$ cat src/rtl/motor_seq_ctrl.sv
// Motor PWM sequencer: arbitrates key/remote commands, enforces enable-low dead time
// around direction changes and stops, and auto-stops after run_cycles ramp cycles.
// Optional macro MOTOR_SEQ_RR_EN selects round-robin arbitration instead of key priority.
module motor_seq_ctrl #(
    parameter int unsigned DEAD_CYCLES = 500,
    parameter int unsigned CNT_W       = 3
) (
    input  logic             div100_clk,
    input  logic             s_rst_n,
    input  logic             key_req,
    input  logic [1:0]       key_cmd,
    input  logic             rmt_req,
    input  logic [1:0]       rmt_cmd,
    output logic             key_ack,
    output logic             rmt_ack,
    input  logic [CNT_W-1:0] run_cycles,
    input  logic             pwm_flag,
    output logic             pwm_enable,
    output logic             pwm_direct,
    output logic             busy,
    output logic             done
);

    typedef enum logic [1:0] {S_IDLE, S_RUN, S_DEAD} state_t;

    localparam logic [15:0] DEAD_LAST = 16'(DEAD_CYCLES - 1);

    state_t           state, state_nxt;
    logic [15:0]      dead_cnt, dead_cnt_nxt;
    logic [CNT_W-1:0] cyc_cnt, cyc_cnt_nxt;
    logic [CNT_W-1:0] run_lim, run_lim_nxt;
    logic             tgt_run, tgt_run_nxt;
    logic             tgt_dir, tgt_dir_nxt;
    logic             auto_stop, auto_stop_nxt;
    logic             key_ack_nxt, rmt_ack_nxt;
    logic             en_nxt, dir_nxt, busy_nxt, done_nxt;

    logic             key_elig, rmt_elig;
    logic             grant_key, grant_rmt;
    logic [1:0]       cmd;
    logic             new_dir;
    logic             complete;

    assign key_elig = key_req & ~key_ack;
    assign rmt_elig = rmt_req & ~rmt_ack;

`ifdef MOTOR_SEQ_RR_EN
    // last_rmt = 1 when the remote was granted most recently; reset favours the key.
    logic last_rmt;

    assign grant_key = key_elig & (~rmt_elig | last_rmt);
    assign grant_rmt = rmt_elig & ~grant_key;

    always_ff @(posedge div100_clk or negedge s_rst_n) begin
        if (!s_rst_n) begin
            last_rmt <= 1'b1;
        end else if (key_ack_nxt) begin
            last_rmt <= 1'b0;
        end else if (rmt_ack_nxt) begin
            last_rmt <= 1'b1;
        end
    end
`else
    assign grant_key = key_elig;
    assign grant_rmt = rmt_elig & ~key_elig;
`endif

    assign cmd      = grant_key ? key_cmd : rmt_cmd;
    assign complete = (state == S_RUN) && pwm_flag && (run_lim != '0) &&
                      ((cyc_cnt + CNT_W'(1)) == run_lim);

    always_comb begin
        unique case (cmd)
            2'b01:   new_dir = 1'b1;
            2'b10:   new_dir = 1'b0;
            default: new_dir = ~pwm_direct;
        endcase
    end

    always_comb begin
        state_nxt     = state;
        dead_cnt_nxt  = dead_cnt;
        cyc_cnt_nxt   = cyc_cnt;
        run_lim_nxt   = run_lim;
        tgt_run_nxt   = tgt_run;
        tgt_dir_nxt   = tgt_dir;
        auto_stop_nxt = auto_stop;
        en_nxt        = pwm_enable;
        dir_nxt       = pwm_direct;
        key_ack_nxt   = 1'b0;
        rmt_ack_nxt   = 1'b0;
        done_nxt      = 1'b0;

        unique case (state)
            S_IDLE: begin
                key_ack_nxt = grant_key;
                rmt_ack_nxt = grant_rmt;
                if ((grant_key || grant_rmt) && cmd != 2'b00) begin
                    state_nxt   = S_RUN;
                    en_nxt      = 1'b1;
                    dir_nxt     = new_dir;
                    run_lim_nxt = run_cycles;
                    cyc_cnt_nxt = '0;
                end
            end
            S_RUN: begin
                if (pwm_flag) begin
                    cyc_cnt_nxt = cyc_cnt + CNT_W'(1);
                end
                // Completion pre-empts any command in the same cycle; the request stays pending.
                if (complete) begin
                    state_nxt     = S_DEAD;
                    en_nxt        = 1'b0;
                    dead_cnt_nxt  = '0;
                    tgt_run_nxt   = 1'b0;
                    auto_stop_nxt = 1'b1;
                end else if (grant_key || grant_rmt) begin
                    key_ack_nxt = grant_key;
                    rmt_ack_nxt = grant_rmt;
                    if (cmd == 2'b00 || new_dir != pwm_direct) begin
                        state_nxt     = S_DEAD;
                        en_nxt        = 1'b0;
                        dead_cnt_nxt  = '0;
                        tgt_run_nxt   = (cmd != 2'b00);
                        tgt_dir_nxt   = new_dir;
                        auto_stop_nxt = 1'b0;
                    end
                end
            end
            S_DEAD: begin
                if (dead_cnt == DEAD_LAST) begin
                    if (tgt_run) begin
                        state_nxt = S_RUN;
                        en_nxt    = 1'b1;
                        dir_nxt   = tgt_dir;
                    end else begin
                        state_nxt = S_IDLE;
                        done_nxt  = auto_stop;
                    end
                end else begin
                    dead_cnt_nxt = dead_cnt + 16'd1;
                end
            end
            default: state_nxt = S_IDLE;
        endcase

        busy_nxt = (state_nxt != S_IDLE);
    end

    always_ff @(posedge div100_clk or negedge s_rst_n) begin
        if (!s_rst_n) begin
            state      <= S_IDLE;
            dead_cnt   <= '0;
            cyc_cnt    <= '0;
            run_lim    <= '0;
            tgt_run    <= 1'b0;
            tgt_dir    <= 1'b0;
            auto_stop  <= 1'b0;
            key_ack    <= 1'b0;
            rmt_ack    <= 1'b0;
            pwm_enable <= 1'b0;
            pwm_direct <= 1'b0;
            busy       <= 1'b0;
            done       <= 1'b0;
        end else begin
            state      <= state_nxt;
            dead_cnt   <= dead_cnt_nxt;
            cyc_cnt    <= cyc_cnt_nxt;
            run_lim    <= run_lim_nxt;
            tgt_run    <= tgt_run_nxt;
            tgt_dir    <= tgt_dir_nxt;
            auto_stop  <= auto_stop_nxt;
            key_ack    <= key_ack_nxt;
            rmt_ack    <= rmt_ack_nxt;
            pwm_enable <= en_nxt;
            pwm_direct <= dir_nxt;
            busy       <= busy_nxt;
            done       <= done_nxt;
        end
    end

endmodule

$ cat config.mk
export PLATFORM = sky130hd
export DESIGN_NAME = motor_seq_ctrl
export DESIGN_NICKNAME = d
export VERILOG_FILES = /design/src/rtl/motor_seq_ctrl.sv
export SDC_FILE = /design/constraint.sdc
export NUM_CORES = 1
export LEC_CHECK = 0
export BUFFER_PORTS_ARGS = -buffer_cell sky130_fd_sc_hd__buf_2
export CORE_MARGIN = 2
export CORE_UTILIZATION = 30
export CTS_CLUSTER_DIAMETER = 200
export DETAILED_ROUTE_END_ITERATION = 8
export PLACE_DENSITY = 0.57
export SLEW_MARGIN = 20
export SYNTH_ARGS = -nofsm -noshare
export SYNTH_HDL_FRONTEND = slang
export SYNTH_SLANG_ARGS = --single-unit
$ cat constraint.sdc
create_clock -name div100_clk -period 2.5 [get_ports div100_clk]
set_clock_uncertainty 0.2 [all_clocks]
set_input_delay 0.125 -clock div100_clk [delete_from_list [all_inputs] [get_ports div100_clk]]
set_output_delay 0.125 -clock div100_clk [all_outputs]
set_load 0.05 [all_outputs]
==> flow_summary.json <==
{
  "status": "completed",
  "worstPathMaxFanout": 6,
  "detail-route-antenna-nets": 0,
  "tightest_slew_ns": 0.686,
  "die_h_um": 80.6,
  "grt_max_degree": 34,
  "holdCritStartpoint": "rmt_req",
  "layout.cells.non_filler": 279,
  "synthCells": 170,
  "hp-class": "in2reg",
  "clock_path_buffers": 2,
  "cp.required_ns": 2.48,
  "coreArea_sq_mm": 0.00557,
  "crit_start": "key_ack",
  "leakage_nw": 0.926,
  "rows": 27,
  "ys_seq_area_frac": 0.469,
  "num-nets-final": 222,
  "power_mw": 2.08,
  "cp-start-kind": "flip-flop",
  "synth_flop_cell": "dfrtp_1",
  "dr.pass1.iters": 4,
  "ir_drop_v": 0.000423,
  "place_hpwl_mm": 2.52,
  "initial_core_util": 0.316,
  "final-hold-violation-count": 0,
  "diodes": 0,
  "endpoint": "tgt_dir",
  "rr_startpoint": "key_ack",
  "tritoncts": "built",
  "syn_nets": 186,
  "rrSetupSlack_ns": 0.14,
  "fin_crit_ns": 2.36,
  "antenna_found_initial": 0,
  "synth_seq_cells": 33,
  "clkTransAtPathRegs_ns": 0.07,
  "num_io_pins": 18,
  "dp.cells": 263,
  "wl_per_cell_um": 13.6,
  "async_reset_ff_frac": 1.00,
  "dieArea_sq_mm": 0.00649,
  "holdWs_ns": 0.0498,
  "grt_usage": 0.125,
  "via_count": 1401,
  "cts_max_level": 2,
  "numCtsBuffers": 5,
  "arrival_ns": 2.34,
  "cap_viol_max_count": 0,
  "rr_worst_depth": 7,
  "p_per_area_mw_per_mm2": 949,
  "overflow": 0,
  "chipWidth_um": 80.6,
  "yosysWarnings": 0,
  "setup_tns_ns": 0,
  "grt_pass1_vias": 1281,
  "routed_wl_mm": 3.78,
  "clock_sinks": 33,
  "gp_congestion": 0.775,
  "grt_pass1_wl_mm": 6.13,
  "relSlewSlack": 0.530,
  "synth_edf_count": 0,
  "area_growth_pct": 24.8,
  "r2r_end": "tgt_dir",
  "initialDrtViolationCount": 75,
  "syn_area_sq_mm": 0.00176,
  "end_kind": "flip-flop",
  "drv_slew": 0,
  "rsz0062_at_grt": "false",
  "route.detailed.drc": 0,
  "setup_viol": 0,
  "cts_root_buffer": "clkbuf_8",
  "io_buffers": 17,
  "fin_crit_sh": 0.946,
  "fmax_mhz": 423,
  "routed_via_density": 5.02,
  "synth_area_per_cell_sq_um": 10.3,
  "path_class": "reg2reg",
  "clk_latency_ns": 0.29,
  "yosysUniqueCellTypes": 44,
  "drive_above_1_share": 0.251
}
layer usage:
metal  vias up  GRT usage  part of all wire
li1        690          -                 -
met1       677      0.173              0.49
met2        26      0.178              0.45
met3         8     0.0371             0.040
met4         0     0.0559             0.023
met5         -          0                 0
flip-flops by register name (all words and copies together), names as in the netlist:
name	flops
run_lim	3
auto_stop	1
key_ack	1
dead_cnt	16
tgt_dir	1
pwm_enable	1
pwm_direct	1
done	1
rmt_ack	1
tgt_run	1
state	2
cyc_cnt	3
busy	1
critical path: stages, from the launching register on:
cell and delay, ns:
dfrtp_2 0.40, nand2b_4 0.16, mux2i_2 0.23, ha_1 0.30, nor2b_4 0.15, a221oi_4 0.36
o21ai_1 0.14, mux2_2 0.30
cells in the mapped netlist, types with 3 or more instances:
| cell | number | area (sq um) |
|---|---|---|
| a21oi_1 | 4 | 20.0 |
| dfrtp_1 | 33 | 826 |
| ha_1 | 4 | 50.1 |
| inv_1 | 10 | 37.5 |
| mux2_2 | 4 | 45.0 |
| mux2i_1 | 4 | 40.0 |
| nand2_1 | 4 | 15.0 |
| nand2b_1 | 6 | 37.5 |
| nand3_1 | 4 | 20.0 |
| nand3b_1 | 5 | 37.5 |
| nand4_1 | 4 | 25.0 |
| nor2_1 | 17 | 63.8 |
| nor2b_1 | 4 | 25.0 |
| nor3_1 | 6 | 30.0 |
| nor4_1 | 6 | 37.5 |
| o21ai_0 | 7 | 35.0 |
| o22ai_1 | 3 | 18.8 |
| o31ai_1 | 3 | 22.5 |
| or3_1 | 3 | 18.8 |
| xnor2_1 | 12 | 105 |
cells in the final DEF (no fill, tap or decap), types with 2 or more instances in the layout:
| cell | synthesis | layout |
|---|---|---|
| ha_1 | 4 | 3 |
| nand3b_1 | 5 | 5 |
| mux2_2 | 4 | 4 |
| xor2_1 | 2 | 2 |
| buf_2 | 2 | 17 |
| nor2b_1 | 4 | 3 |
| buf_4 | 0 | 10 |
| dlygate4sd3_1 | 0 | 5 |
| nor2_1 | 17 | 17 |
| mux2i_1 | 4 | 2 |
| dfrtp_1 | 33 | 32 |
| nand2_1 | 4 | 4 |
| clkbuf_1 | 1 | 2 |
| o22ai_1 | 3 | 3 |
| nor4_1 | 6 | 6 |
| o31ai_1 | 3 | 3 |
| mux2i_2 | 0 | 2 |
| or4_1 | 2 | 2 |
| clkbuf_8 | 0 | 6 |
| nand3_1 | 4 | 4 |
| nand2b_1 | 6 | 5 |
| a21oi_1 | 4 | 4 |
| or3_1 | 3 | 3 |
| inv_1 | 10 | 10 |
| nor3_1 | 6 | 6 |
| xnor2_1 | 12 | 11 |
| o21ai_0 | 7 | 6 |
| nand4_1 | 4 | 4 |
how the worst min path moves through the flow:
stage,end,slack [ns],depth (start not counted)
final,rmt_ack,0.05,3
after global routing,rmt_ack,0.09,3
after CTS,rmt_ack,0.04,3
after detailed placement,dead_cnt[7],0.04,1
after global placement,dead_cnt[7],0.04,1
after floorplan,auto_stop,-0.37,0
metrics by stage:
stage / util / worst slack (ns) / cell area [sq um]
finish: 0.394 / 0.135 / 2190
global route: 0.394 / 0.000298 / 2190
CTS: 0.387 / 0.0538 / 2160
detailed placement: 0.362 / 0.0738 / 2020
global placement: 0.362 / 0.118 / 2020
floorplan: - / -0.0144 / 1820
logic make-up (layout without fill, tap and decap cells):
| family | after synthesis | after routing | synth area share |
|---|---|---|---|
| compound gates | 27 | 28 | 0.107 |
| xor+xnor | 15 | 15 | 0.0832 |
| fa+ha+maj | 4 | 4 | 0.0285 |
| buf+inv | 14 | 50 | 0.0356 |
| flops | 33 | 33 | 0.469 |
| mux | 8 | 8 | 0.0484 |
| simple gates | 69 | 69 | 0.228 |
layout make-up:
type                       count  area [sq um]
clock buffer                   8          90.1
fill                         566          3380
inverter                      10          37.5
multi-input combinational    124           940
sequential                    33           827
tap                           72          90.1
timing repair buffer          32           210
what timing repair did:
| item | 4_1_cts | 5_1_grt |
|---|---|---|
| hold endpoints to repair | 38 | 0 |
| gates resized for setup | 0 | 2 |
| buffers inserted | 0 | 2 |
| setup endpoints to repair | 0 | 12 |
| hold buffers | 5 | 0 |
report_power, final:
group	switching, mW	total [mW]	internal (mW)	leakage, nW
clock	0.189	0.413	0.224	0.0455
sequential	0.124	0.791	0.667	0.431
combinational	0.493	0.880	0.387	0.450
No activity file was read; power rests on OpenSTA's default activity.
